`src/rtl/perf_cnt_pkg.sv`:
```
// perf_cnt_pkg: shared constants and types for the performance counter bank
package perf_cnt_pkg;
    localparam logic PERF_MODE_WRAP = 1'b0;
    localparam logic PERF_MODE_SAT  = 1'b1;
    localparam int PERF_NUM_CH_DEF = 8;
    localparam int PERF_WIDTH_DEF  = 32;
    localparam int PERF_STEP_W_DEF = 2;
    // Read response grouping; the data field lives beside it because its width is a bank parameter.
    typedef struct packed {
        logic valid;
        logic ovf;
    } perf_rd_stat_t;
endpackage

```
`src/rtl/perf_cnt_channel.sv`:
```
// perf_cnt_channel: one event counter with wrap/saturate add, clear priority and sticky overflow
//   clk, rst_n : clock, async active-low reset
//   add_en, amt: increment enable and amount
//   clear      : synchronous clear, wins over add_en
//   mode       : PERF_MODE_WRAP / PERF_MODE_SAT
//   cnt, ovf   : counter value and sticky overflow flag
module perf_cnt_channel
    import perf_cnt_pkg::*;
#(
    parameter int WIDTH  = PERF_WIDTH_DEF,
    parameter int STEP_W = PERF_STEP_W_DEF
) (
    input  logic              clk,
    input  logic              rst_n,
    input  logic              add_en,
    input  logic [STEP_W-1:0] amt,
    input  logic              clear,
    input  logic              mode,
    output logic [WIDTH-1:0]  cnt,
    output logic              ovf
);
    logic [STEP_W-1:0] a;
    logic [WIDTH:0]    sum;
    logic [WIDTH-1:0]  nxt;

    assign a   = add_en ? amt : '0;
    assign sum = {1'b0, cnt} + (WIDTH+1)'(a);
    // The carry bit doubles as the overflow event; a zero add can never produce it.
    assign nxt = (sum[WIDTH] && mode == PERF_MODE_SAT) ? '1 : sum[WIDTH-1:0];

    always_ff @(posedge clk or negedge rst_n) begin
        if (!rst_n) begin
            cnt <= '0;
            ovf <= 1'b0;
        end else if (clear) begin
            cnt <= '0;
            ovf <= 1'b0;
        end else begin
            cnt <= nxt;
            ovf <= ovf | sum[WIDTH];
        end
    end
endmodule

```
`src/rtl/perf_counter_bank.sv`:
```
// perf_counter_bank: NUM_CH event counters with a registered read / read-and-clear port
//   clk, rst_n        : clock, async active-low reset
//   inc, inc_amt      : per-channel strobe and packed increment amounts
//   freeze            : suppresses all increments (not clears or reads)
//   clr, sat_mode     : per-channel clear and saturate(1)/wrap(0) select
//   rd_en/rd_clr/rd_sel -> rd_valid/rd_data/rd_ovf one cycle later
//   ovf               : live sticky overflow flags
//   snap              : only with PERF_CNT_SNAPSHOT_EN; copies all channels into a shadow that reads return
module perf_counter_bank
    import perf_cnt_pkg::*;
#(
    parameter int NUM_CH = PERF_NUM_CH_DEF,
    parameter int WIDTH  = PERF_WIDTH_DEF,
    parameter int STEP_W = PERF_STEP_W_DEF,
    localparam int SEL_W = (NUM_CH > 1) ? $clog2(NUM_CH) : 1
) (
    input  logic                     clk,
    input  logic                     rst_n,
    input  logic [NUM_CH-1:0]        inc,
    input  logic [NUM_CH*STEP_W-1:0] inc_amt,
    input  logic                     freeze,
    input  logic [NUM_CH-1:0]        clr,
    input  logic [NUM_CH-1:0]        sat_mode,
    input  logic                     rd_en,
    input  logic                     rd_clr,
    input  logic [SEL_W-1:0]         rd_sel,
`ifdef PERF_CNT_SNAPSHOT_EN
    input  logic                     snap,
`endif
    output logic                     rd_valid,
    output logic [WIDTH-1:0]         rd_data,
    output logic                     rd_ovf,
    output logic [NUM_CH-1:0]        ovf
);
    logic [WIDTH-1:0]  cnt     [NUM_CH];
    logic [WIDTH-1:0]  src_cnt [NUM_CH];
    logic [NUM_CH-1:0] live_ovf;
    logic [NUM_CH-1:0] src_ovf;
    logic [WIDTH-1:0]  sel_data;
    logic              sel_ovf;
    perf_rd_stat_t     stat_q;

    for (genvar i = 0; i < NUM_CH; i++) begin : g_ch
        perf_cnt_channel #(.WIDTH(WIDTH), .STEP_W(STEP_W)) u_ch (
            .clk    (clk),
            .rst_n  (rst_n),
            .add_en (inc[i] && !freeze),
            .amt    (inc_amt[i*STEP_W +: STEP_W]),
            .clear  (clr[i] || (rd_en && rd_clr && rd_sel == SEL_W'(i))),
            .mode   (sat_mode[i]),
            .cnt    (cnt[i]),
            .ovf    (live_ovf[i])
        );
    end

    assign ovf = live_ovf;

`ifdef PERF_CNT_SNAPSHOT_EN
    logic [WIDTH-1:0]  shd     [NUM_CH];
    logic [NUM_CH-1:0] shd_ovf;

    always_ff @(posedge clk or negedge rst_n) begin
        if (!rst_n) begin
            shd     <= '{default: '0};
            shd_ovf <= '0;
        end else if (snap) begin
            shd     <= cnt;
            shd_ovf <= live_ovf;
        end
    end

    assign src_cnt = shd;
    assign src_ovf = shd_ovf;
`else
    assign src_cnt = cnt;
    assign src_ovf = live_ovf;
`endif

    // Out-of-range selects match no channel and fall through to zero.
    always_comb begin
        sel_data = '0;
        sel_ovf  = 1'b0;
        for (int k = 0; k < NUM_CH; k++) begin
            if (rd_sel == SEL_W'(k)) begin
                sel_data = src_cnt[k];
                sel_ovf  = src_ovf[k];
            end
        end
    end

    always_ff @(posedge clk or negedge rst_n) begin
        if (!rst_n) begin
            stat_q  <= '0;
            rd_data <= '0;
        end else begin
            stat_q.valid <= rd_en;
            if (rd_en) begin
                stat_q.ovf <= sel_ovf;
                rd_data    <= sel_data;
            end
        end
    end

    assign rd_valid = stat_q.valid;
    assign rd_ovf   = stat_q.ovf;
endmodule

```
`config.mk`:
```
export PLATFORM = sky130hd
export DESIGN_NAME = perf_counter_bank
export DESIGN_NICKNAME = d
export VERILOG_FILES = /design/src/rtl/perf_cnt_pkg.sv /design/src/rtl/perf_cnt_channel.sv /design/src/rtl/perf_counter_bank.sv
export SDC_FILE = /design/constraint.sdc
export NUM_CORES = 1
export LEC_CHECK = 0
export BUFFER_PORTS_ARGS = -buffer_cell sky130_fd_sc_hd__buf_2
export CORE_MARGIN = 1.5
export CORE_UTILIZATION = 45
export CTS_CLUSTER_SIZE = 16
export DETAILED_ROUTE_END_ITERATION = 8
export SYNTH_ARGS = -nofsm -noshare
export SYNTH_HDL_FRONTEND = slang
export SYNTH_SLANG_ARGS = --single-unit
```
`constraint.sdc`:
```
create_clock -name clk -period 6.7 [get_ports clk]
set_clock_uncertainty 0.2 [all_clocks]
set_input_delay 0.335 -clock clk [delete_from_list [all_inputs] [get_ports clk]]
set_output_delay 0.335 -clock clk [all_outputs]
set_load 0.05 [all_outputs]
```
==> impl_results.md, run 1 <==
* Leading cell types by count after synthesis: dfrtp_1 (298), a21oi_1 (254), nand2_1 (141), xor2_1 (132), clkbuf_1 (102)
* Clock transition at path regs at 50 ps
* EDFF count, synth at 0
* Worst-path cell chain: ha_1, inv_1, fa_1, and3b_1, nand3_1, nor4_1, nand4_1, buf_4, a21oi_1
* Hold Crit Class: input pin to flip-flop
* Via count at about 15,000
* IO Count at 90
* Number of synthesized register bits at 298
* Setup repair after global routing missed its margin: false
* R2R setup slack at between 2000 and 3000 ps
* Routed Antenna Nets at 0
* TritonCTS clock tree: built
* GRT overflow at 0
* Final Cycle Share at 56.5%
* Tmin final at 3790 ps
* Hold wc startpoint: inc_amt[13]
* Final setup violation count at 0
* Max-cap viol count at 0
* WP buf/inv at 2
* Clock root buffer: clkbuf_16
* Sequential fraction of the synthesis area at 42.9%
* Clock Sink Count at around 300
* Final net count at 1,960
* Antenna violations before repair at 1
* Worst reg2reg path depth at 9
* Async S/R FF share, synth at 100%
* Slew Limit Fails at 0
* Layout fillers at 3,632
* WL/cell at between 20 and 25 um
* Die height at 200 um
* Placed cell area at between 0.015 and 0.02 mm^2
* Most area-hungry cell type in the Yosys netlist: dfrtp_1
* Fin cells at between 2,000 and 2,500
* Synth top area share at 42.9%
* DRC violation count after routing at 0
* CTS Buf Count at 36
* Reg-to-reg startpoint: g_ch[1].u_ch.cnt[0]
* Final HPWL DP at between 30 and 40 mm
* Die area at 0.0398 mm^2
* Post-synthesis cell area at 0.0174 mm^2
* Worst path arrival time at 4060 ps
* Critical-path cell with the highest stage delay: nor4_1
* Dominant synthesized flop cell: dfrtp_1
* Core area at 0.0378 mm^2
* Synth unique cells at 71
* DR pass1 iterations at 7
* Mapped Nets at 1,941
* Count leader, synth: dfrtp_1
* Avg Cell Area, Syn at 9.30 um^2
* Hold buffer count at cts at 7
* First-pass GRT wire length at ~83 mm
* H-tree levels at 2
* Hold Crit Depth at 4
* Power Dens Cells at 218 mW/mm^2
* Pin count of the biggest net entering global routing at 162
* Die X at approximately 200 um
* PortBufs at 89
* Endpoints failing hold at 0
* Final setup TNS at 0 ps
* Routability Congestion at 0.895
* Worst skew pair latency at 560 ps
* Fmax at 0.264 GHz
* Max Buffers Root-to-Sink at 3
* Resized cells post-CTS at 0
* Tot GR Track Use at 27.6%
* Final Power at 4.22 mW
* Critical Path RT at about 7000 ps
* Rows at 71
* Hold EP: g_ch[6].u_ch.cnt[1]
* Outcome: complete, no violations
* Yosys warning count at 0
* Final wirelength at 54.0 mm
* Dpl cells at 2,354
* Syn-to-layout area delta at 11.2%
* Postcts setup bufs at 0
* CP max FO at 19
* Initial DRC Count at around 1,500
* Crit Path Class: flip-flop to flip-flop
* Post-route cell area at 0.0193 mm^2
* Top cells by area, synth: dfrtp_1 (43%), a21oi_1 (7.3%), xor2_1 (6.7%)
* Critical Path Max Stage Delay at 700 ps
* Initial Utilization at 45.9%
* Worst IR Drop VDD at 0.000198 V
* Worst Max-Slew Pin Slew at 1240 ps
* CP delay by family, top: simple AND/OR/NAND/NOR gates
* Worst setup EP type: flip-flop
* Post-Syn Instances at approximately 1,900
* Slew HR at about 17%
* RR Endpoint: g_ch[1].u_ch.cnt[5]
* Number of global-route vias before repair at 13,777
* Vias per cell at 6.10
* P_leak at 7.93 nW
* Layout cell share with drive strength beyond 1 at roughly 12%
* Diodes inserted at 0
* CP Launch Type: flip-flop
==> routing by layer <==
| metal | global-route usage (%) | vias up | wire, um |
|---|---|---|---|
| met5 | 0 | - | 12 |
| met4 | 9.77 | 2 | 1720 |
| met3 | 4.35 | 87 | 3380 |
| met2 | 42.3 | 448 | 24700 |
| met1 | 39.3 | 7403 | 24200 |
| li1 | - | 6843 | - |
==> final cells by class <==
cell class,instances,area (um^2),area share [%]
tap,511,639,3.31
inverter,47,176,0.912
clock inverter,6,68.8,0.356
clock buffer,57,1110,5.75
sequential,298,7460,38.6
multi-input combinational,1389,9170,47.4
timing repair buffer,116,708,3.66
==> power breakdown <==
group          leakage (nW)  switching (mW)  internal (mW)  total [mW]
Combinational          3.25           0.297          0.104       0.401
Sequential             4.10          0.0202           1.83        1.85
Clock                 0.578           0.790           1.18        1.97
Total                  7.93            1.11           3.11        4.22
==> worst reg2reg max path: cells and delay by family (launching register included) <==
kind                     cells  cell delay (ps)
AO/OA/AOI/OAI                1              170
adder cells (fa/ha/maj)      2              570
buffers and inverters        2              470
flip-flops                   1              360
AND/OR/NAND/NOR              4             1930
==> cell families after synthesis <==
group	count (synthesis)	share of synthesized area (%)
mux	64	3.90
simple gates	593	18.6
buf+inv	182	4.38
xor+xnor	210	10.6
fa+ha+maj	24	2.07
compound gates	498	17.5
flops	298	42.9
==> sequential cells by signal (all words and copies together) (netlist names) <==
| register | cells |
|---|---|
| rd_data | 32 |
| rd_ovf | 1 |
| g_ch.u_ch.ovf | 8 |
| rd_valid | 1 |
| g_ch.u_ch.cnt | 256 |
==> cell usage in the layout (no fill, tap or decap), drive strengths merged, types with 43 or more instances in the layout <==
cell type and n:
a21oi 254, and3 44, buf 109, clkbuf 57
dfrtp 298, inv 47, nand2 141, nand3 86
nand4 75, nor2 67, o211ai 43, o21ai 52
xnor2 78, xor2 132
==> through the flow <==
step / hold slack (ps) / worst slack [ps] / utilization [%]
2_1_floorplan: -161 / 3640 / -
3_3_place_gp: 234 / 2540 / 47.8
3_5_place_dp: 219 / 2450 / 47.8
4_1_cts: 62.2 / 2970 / 51.1
5_1_grt: 118 / 2590 / 51.1
6_report: 82.0 / 2910 / 51.1
==> worst max-delay path by stage <==
stage	start	endpoint	slack [ps]	cells after the start
finish	g_ch[1].u_ch.cnt[0]	g_ch[1].u_ch.cnt[5]	2910	9
global placement	freeze	g_ch[1].u_ch.cnt[1]	2540	12
detailed placement	freeze	g_ch[1].u_ch.cnt[5]	2450	12
global route	freeze	g_ch[1].u_ch.cnt[3]	2590	12
CTS	g_ch[1].u_ch.cnt[0]	g_ch[1].u_ch.cnt[5]	2970	9
floorplan	freeze	g_ch[7].u_ch.cnt[30]	3640	11
Note: power is estimated with default switching activity, not from simulation.
==> run 2, diff against run 1 <==
- ABC_AREA: default -> 1
- clock period: 6.7 -> 3.95 ns (I/O delays scaled with it)
==> impl_results.md, run 2 <==
* Die height at 215 um (+7.6%)
* Vias per cell at 5.34 (-12%)
* Initial Utilization at 45.6% (-0.31 points)
* Final setup violation count at 0 (unchanged)
* Final HPWL DP at 56.8 mm (+50%)
* IO Count at 90 (unchanged)
* Die X at 215 um (+7.6%)
* Largest registers: g_ch.u_ch.cnt x256, rd_data x32, g_ch.u_ch.ovf x8
* Post-route cell area at 0.0230 mm^2 (+19%)
* Tmin final at 3750 ps
* Leading cell types by count after synthesis: nand2_1 (976), inv_1 (416), nor2_1 (384), dfrtp_1 (298), nand3_1 (254)
* Hold EP: g_ch[1].u_ch.cnt[0]
* Placed cell area at 0.0211 mm^2 (+17%)
* Yosys warning count at 0 (unchanged)
* Initial DRC Count at 1,784 (+21%)
* Cell mode on critical path: dlygate4sd3_1
* Fmax at 0.267 GHz
* Max-cap viol count at 0 (unchanged)
* Critical-path cell with the highest stage delay: dlygate4sd3_1
* CP max FO at 17 (-2)
* Rows at 77 (+8.5%)
* Antenna violations before repair at 3 (+2)
* Async S/R FF share, synth at 100% (unchanged)
* Layout fillers at 4,571 (+26%)
* Worst skew pair latency at 580 ps (+20 ps)
* R2R setup slack at 700 ps (-2210 ps)
* Final setup TNS at 0 ps (unchanged)
* TritonCTS clock tree: built
* Tot GR Track Use at 32.0% (+4.4 points)
* Hold wc startpoint: inc[1]
* Final wirelength at 73.4 mm (+36%)
* Top cells by area, synth: dfrtp_1 (37%), nand2_1 (18%), inv_1 (7.7%)
* First-pass GRT wire length at 114 mm (+37%)
* Final Cycle Share at a little over nine tenths
* Worst path arrival time at 4060 ps (about the same)
* Hold Crit Class: input pin to flip-flop
* Worst reg2reg path depth at 10 (+1)
* Commonest non-fill, non-tap cell in the layout: nand2_1
* Post-Syn Instances at 3,067 (+64%)
* Most frequent cells in the layout: nand2_1 (976), inv_1 (416), nor2_1 (384)
* Worst Max-Slew Pin Slew at 929 ps (-314 ps)
* Endpoints failing hold at 0 (unchanged)
* Sequential fraction of the synthesis area at 37.0% (-5.9 points)
* Final Power at 7.49 mW (+78%)
* Core area at 0.0442 mm^2 (+17%)
* Avg Cell Area, Syn at 6.58 um^2 (-29%)
* Clock transition at path regs at 50 ps (about the same)
* Critical Path RT at 4260 ps (-2710 ps)
* Syn-to-layout area delta at 14.1%
* Max Buffers Root-to-Sink at 3 (unchanged)
* CP Launch Type: input pin
* EDFF count, synth at 0 (unchanged)
* Dominant synthesized flop cell: dfrtp_1
* Routability Congestion at 0.996 (+11%)
* Setup repair after global routing missed its margin: false
* Max reg flops at 256 (unchanged)
* Clock Sink Count at 298 (unchanged)
* Routed Antenna Nets at 0 (unchanged)
* Most area-hungry cell type in the Yosys netlist: dfrtp_1
* Critical Path Max Stage Delay at 560 ps (-140 ps)
* DRC violation count after routing at 0 (unchanged)
* Via count at 20,347 (+38%)
* Worst-path cell chain: dlygate4sd3_1, buf_2, and3_1, dlygate4sd3_1, ha_1, inv_1, fa_1, nor3_2, nand2_2, nor2_4, nand3_4, buf_4, a21oi_1, dlygate4sd3_1
* Top reg by flops: g_ch.u_ch.cnt
* Mapped Nets at 3,139 (+62%)
* Clock root buffer: clkbuf_16
* Synth unique cells at 36 (-49%)
* DR pass1 iterations at 8 (+1)
* Number of synthesized register bits at 298 (unchanged)
* GRT overflow at 0 (unchanged)
* Slew Limit Fails at 0 (unchanged)
* Worst IR Drop VDD at 0.000248 V (+25%)
* RR Endpoint: g_ch[0].u_ch.cnt[1]
* Layout cell share with drive strength beyond 1 at 7.94% (-3.6 points)
* Die area at 0.0461 mm^2 (+16%)
* Pin count of the biggest net entering global routing at 108 (-33%)
* Worst setup EP type: flip-flop
* Hold Crit Depth at 5 (+1)
* P_leak at 10.5 nW (+32%)
* Count leader, synth: nand2_1
* Minimum hold slack at 40.4 ps (-41.5 ps)
* Final core utilization at 52.1% (+0.96 points)
* H-tree levels at 2 (unchanged)
* Reg-to-reg startpoint: g_ch[0].u_ch.cnt[0]
* Post-synthesis cell area at 0.0202 mm^2 (+16%)
* Synth top area share at 37.0% (-5.9 points)
* PortBufs at 89 (unchanged)
* Outcome: complete, no violations
* Number of global-route vias before repair at 19,513 (+42%)
* WL/cell at 19.3 um (-13%)
* Crit Path Class: input pin to flip-flop
* CTS Buf Count at 40 (+11%)
* Slew HR at 38.1% (+21 points)
* Final net count at 3,259 (+66%)
* Power Dens Cells at 325 mW/mm^2 (+49%)
-- run 2: changes by cell type in the layout (fill, tap and decap cells not counted), sizes merged, moves of 36 or more --
cell	previous run	this run
nand2	141	981
inv	47	437
nor2	67	393
nand3	86	263
nor3	35	110
xor2	132	78
xnor2	78	25
dlygate4sd3	7	50
o211ai	43	0
a21oi	254	218
and3	44	8
-- run 2: kinds of logic (layout without fill, tap and decap cells) --
kind of cell	Yosys count	count (layout)	share of synthesized area [%]
other	0	2	0
xor gates and xnor gates	103	103	4.47
buffers and inverters	527	673	10.6
and+or+nand+nor	1843	1843	38.9
AOI/OAI and AO/OA	272	272	7.28
adders and majority gates	24	24	1.79
DFF	298	298	37.0
-- run 2: per-stage QoR --
step / worst slack [ps] / std cells
6_report: 201 / 3807
5_1_grt: 20.4 / 3807
4_1_cts: 134 / 3805
3_5_place_dp: 324 / 3687
3_3_place_gp: 433 / 3687
2_1_floorplan: 1290 / 3067
-- run 2: worst max path at each step --
stage	start	end	slack [ps]	depth (start not counted)
floorplan	freeze	g_ch[6].u_ch.cnt[10]	1290	13
global placement	freeze	g_ch[2].u_ch.cnt[22]	430	14
detailed placement	freeze	g_ch[2].u_ch.cnt[29]	320	14
CTS	inc_amt[0]	g_ch[0].u_ch.cnt[1]	130	14
global route	inc_amt[0]	g_ch[0].u_ch.cnt[1]	20	14
finish	inc_amt[0]	g_ch[0].u_ch.cnt[1]	200	14
-- run 2: report_power, final --
| part | switching, mW | leakage [nW] | internal (mW) |
|---|---|---|---|
| sequential | 0.0294 | 4.13 | 3.09 |
| clock | 1.47 | 0.668 | 2.35 |
| combinational | 0.402 | 5.66 | 0.144 |
| total | 1.91 | 10.5 | 5.59 |
-- run 2: layer usage --
metal,part of all wire [%],vias to the layer above,global-route usage [%]
li1,-,9868,-
met1,46,9592,46.6
met2,42,730,46.0
met3,7.2,157,5.41
met4,4.7,0,15.0
met5,0,-,0
-- run 2: cell type report --
class / count / area [um^2] / area share, %
diodes: 2 / 5.00 / 0.0217
clock inverters: 15 / 255 / 1.11
repair buffers: 170 / 1230 / 5.33
clock buffers: 53 / 1100 / 4.78
flip-flops and latches: 298 / 7460 / 32.4
inverters: 435 / 1630 / 7.09
multi-input cells: 2242 / 10600 / 46.1
well taps: 592 / 741 / 3.22
-- run 2: critical path, delay by kind of cell --
kind                       cells  cell delay, ps
buffers and inverters          6            2050
and+or+nand+nor                5            1050
adders and majority gates      2             600
AOI/OAI and AO/OA              1             150
-- run 2: timing repair --
action | CTS | global route
endpoints found under the hold margin | 324 | 0
hold buffers | 50 | 0
resized for setup | 0 | 2
setup buffers | 0 | 0
setup endpoints to repair | 0 | 2
==> run 3, diff against run 2 <==
- CORE_ASPECT_RATIO: default -> 0.9
==> impl_results.md, run 3 (synthesis gave the netlist of run 2 again) <==
* Met1 global-route usage at 49.0% (+2.4 points)
* Postcts setup bufs at 0 (unchanged)
* Max-cap viol count at 0 (unchanged)
* GR peak layer: met1
* Final setup violation count at 0 (unchanged)
* Max Buffers Root-to-Sink at 3 (unchanged)
* Final Power at 7.23 mW (-3.5%)
* Syn-to-layout area delta at 13.3%
* Clock transition at path regs at 50 ps (about the same)
* Clock Sink Count at 298 (unchanged)
* H-tree levels at 2 (unchanged)
* Clock root buffer: clkbuf_16
* Core area at 0.0442 mm^2 (about the same)
* Top reg by flops: g_ch.u_ch.cnt
* Met2 GRT Util at 45.9% (-0.14 points)
* Worst reg2reg path depth at 11 (+1)
* Layout fillers at 4,635 (+1.4%)
* Tot GR Track Use at 32.0% (about the same)
* Final setup TNS at 0 ps (unchanged)
* Final net count at 3,251 (-0.25%)
* Die X at 226 um (+5.3%)
* Die area at 0.0461 mm^2 (about the same)
* Antenna violations before repair at 3 (unchanged)
* Worst skew pair latency at 580 ps (about the same)
* Final wirelength at 73.2 mm (-0.27%)
* IO Count at 90 (unchanged)
* Worst path arrival time at 3890 ps (-170 ps)
* Final Cycle Share at 90.6% (-4.3 points)
* Setup repair after global routing missed its margin: false
* WL/cell at 19.2 um (-0.30%)
* Register Area at 0.00746 mm^2 (unchanged)
* Worst IR Drop VDD at 0.000284 V (+14%)
* Endpoints failing hold at 0 (unchanged)
* R2R setup slack at 830 ps (+130 ps)
* Layout cell share with drive strength beyond 1 at 7.73% (-0.20 points)
* Worst setup EP type: flip-flop
* Largest registers: g_ch.u_ch.cnt x256, rd_data x32, g_ch.u_ch.ovf x8
* GR Util met3 at 4.69% (-0.72 points)
* Final HPWL DP at 56.9 mm (+0.23%)
* Hold EP: g_ch[1].u_ch.cnt[0]
* CTS Buf Count at 38 (-5.0%)
* Critical Path RT at 4260 ps (about the same)
* Number of global-route vias before repair at 18,847 (-3.4%)
* Hold wc startpoint: inc[1]
* Routed Antenna Nets at 0 (unchanged)
* Slew HR at 40.0% (+2.0 points)
* CP max FO at 16 (-1)
* GRT overflow at 0 (unchanged)
* RR Endpoint: g_ch[1].u_ch.cnt[20]
* DRC violation count after routing at 0 (unchanged)
* Routability Congestion at 1.01 (+1.4%)
* Tmin final at 3580 ps (-171 ps)
* Outcome: complete, no violations
* Slew Limit Fails at 0 (unchanged)
* Rows at 73 (-5.2%)
* TritonCTS clock tree: built
* P_leak at 10.4 nW (-0.87%)
* Vias per cell at 5.35 (+0.14%)
* Hold Crit Class: input pin to flip-flop
* Max reg flops at 256 (unchanged)
* First-pass GRT wire length at 111 mm (-2.1%)
* Power Dens Cells at 316 mW/mm^2 (-2.9%)
* Pin count of the biggest net entering global routing at 103 (-4.6%)
* Commonest non-fill, non-tap cell in the layout: nand2_1
* CP Launch Type: input pin
* Initial DRC Count at 2,157 (+21%)
* Via count at 20,381 (+0.17%)
* Multi-input gate area at 0.0106 mm^2 (-0.14%)
* Initial Utilization at 45.6% (about the same)
* Crit Path Class: input pin to flip-flop
* Reg-to-reg startpoint: g_ch[1].u_ch.cnt[0]
* Most frequent cells in the layout: nand2_1 (976), inv_1 (416), nor2_1 (384)
* Die height at 204 um (-5.1%)
* Worst Max-Slew Pin Slew at 898 ps (-30.8 ps)
* Fmax at 0.280 GHz (+4.8%)
* Hold Crit Depth at 5 (unchanged)
* PortBufs at 89 (unchanged)
* DR pass1 iterations at 8 (unchanged)
* Minimum hold slack at 42.1 ps (+1.65 ps)
[run 3: changes by cell type in the layout (fill, tap and decap cells not counted), sizes merged]
cell and delta:
buf -4, bufinv -4, clkbuf +6, diode -1
dlygate4sd3 -2, inv -2
[run 3: through the flow]
step	worst slack, ps	area (um^2)	util, %	cells
6_report	372	22900	51.7	3808
4_1_cts	373	22900	51.7	3807
3_3_place_gp	571	21100	47.8	3691
3_5_place_dp	488	21100	47.8	3691
2_1_floorplan	1290	20200	-	3067
5_1_grt	106	22900	51.7	3808
[run 3: layer usage]
metal  routed length [um]  up-vias  share of wire [%]
met3                 5840      105                8.0
li1                     -     9842                  -
met4                 2060        2                2.8
met1                35000     9638                 48
met5                   13        -              0.018
met2                30300      794                 41
[run 3: cell type report]
class                           count  area share [%]
Clock buffer                       59            4.99
Multi-Input combinational cell   2242            46.3
Clock inverter                      9           0.514
Sequential cell                   298            32.6
Inverter                          435            7.14
Antenna cell                        1          0.0109
Tap cell                          600            3.28
Timing Repair Buffer              164            5.14
[run 3: critical path, cell delays in order]
cell           delay, ps
dlygate4sd3_1        520
buf_2                 90
and3_1               130
dlygate4sd3_1        540
ha_1                 160
inv_1                 50
fa_1                 430
nor3_2               340
nand2_2              170
nor2_4               150
nand3_2              310
a21oi_1              220
dlygate4sd3_1        560
[run 3: worst max path at each step]
stage | start | to | cells past startpoint
finish | inc_amt[0] | g_ch[0].u_ch.cnt[0] | 13
global route | inc_amt[0] | g_ch[0].u_ch.cnt[0] | 13
CTS | inc_amt[0] | g_ch[0].u_ch.cnt[0] | 13
detailed placement | freeze | g_ch[7].u_ch.cnt[18] | 14
global placement | freeze | g_ch[7].u_ch.cnt[18] | 14
floorplan | freeze | g_ch[6].u_ch.cnt[10] | 13
[run 3: timing repair]
item / in CTS / in global routing
hold buffers: 48 / 0
endpoints found under the hold margin: 282 / 0
resized for setup: 0 / 0
endpoints found under the setup margin: 0 / 0
[run 3: where the power goes]
part / internal [mW] / switching [mW]
Combinational: 0.137 / 0.400
Sequential: 3.09 / 0.0296
Clock: 2.12 / 1.45
Total: 5.35 / 1.88
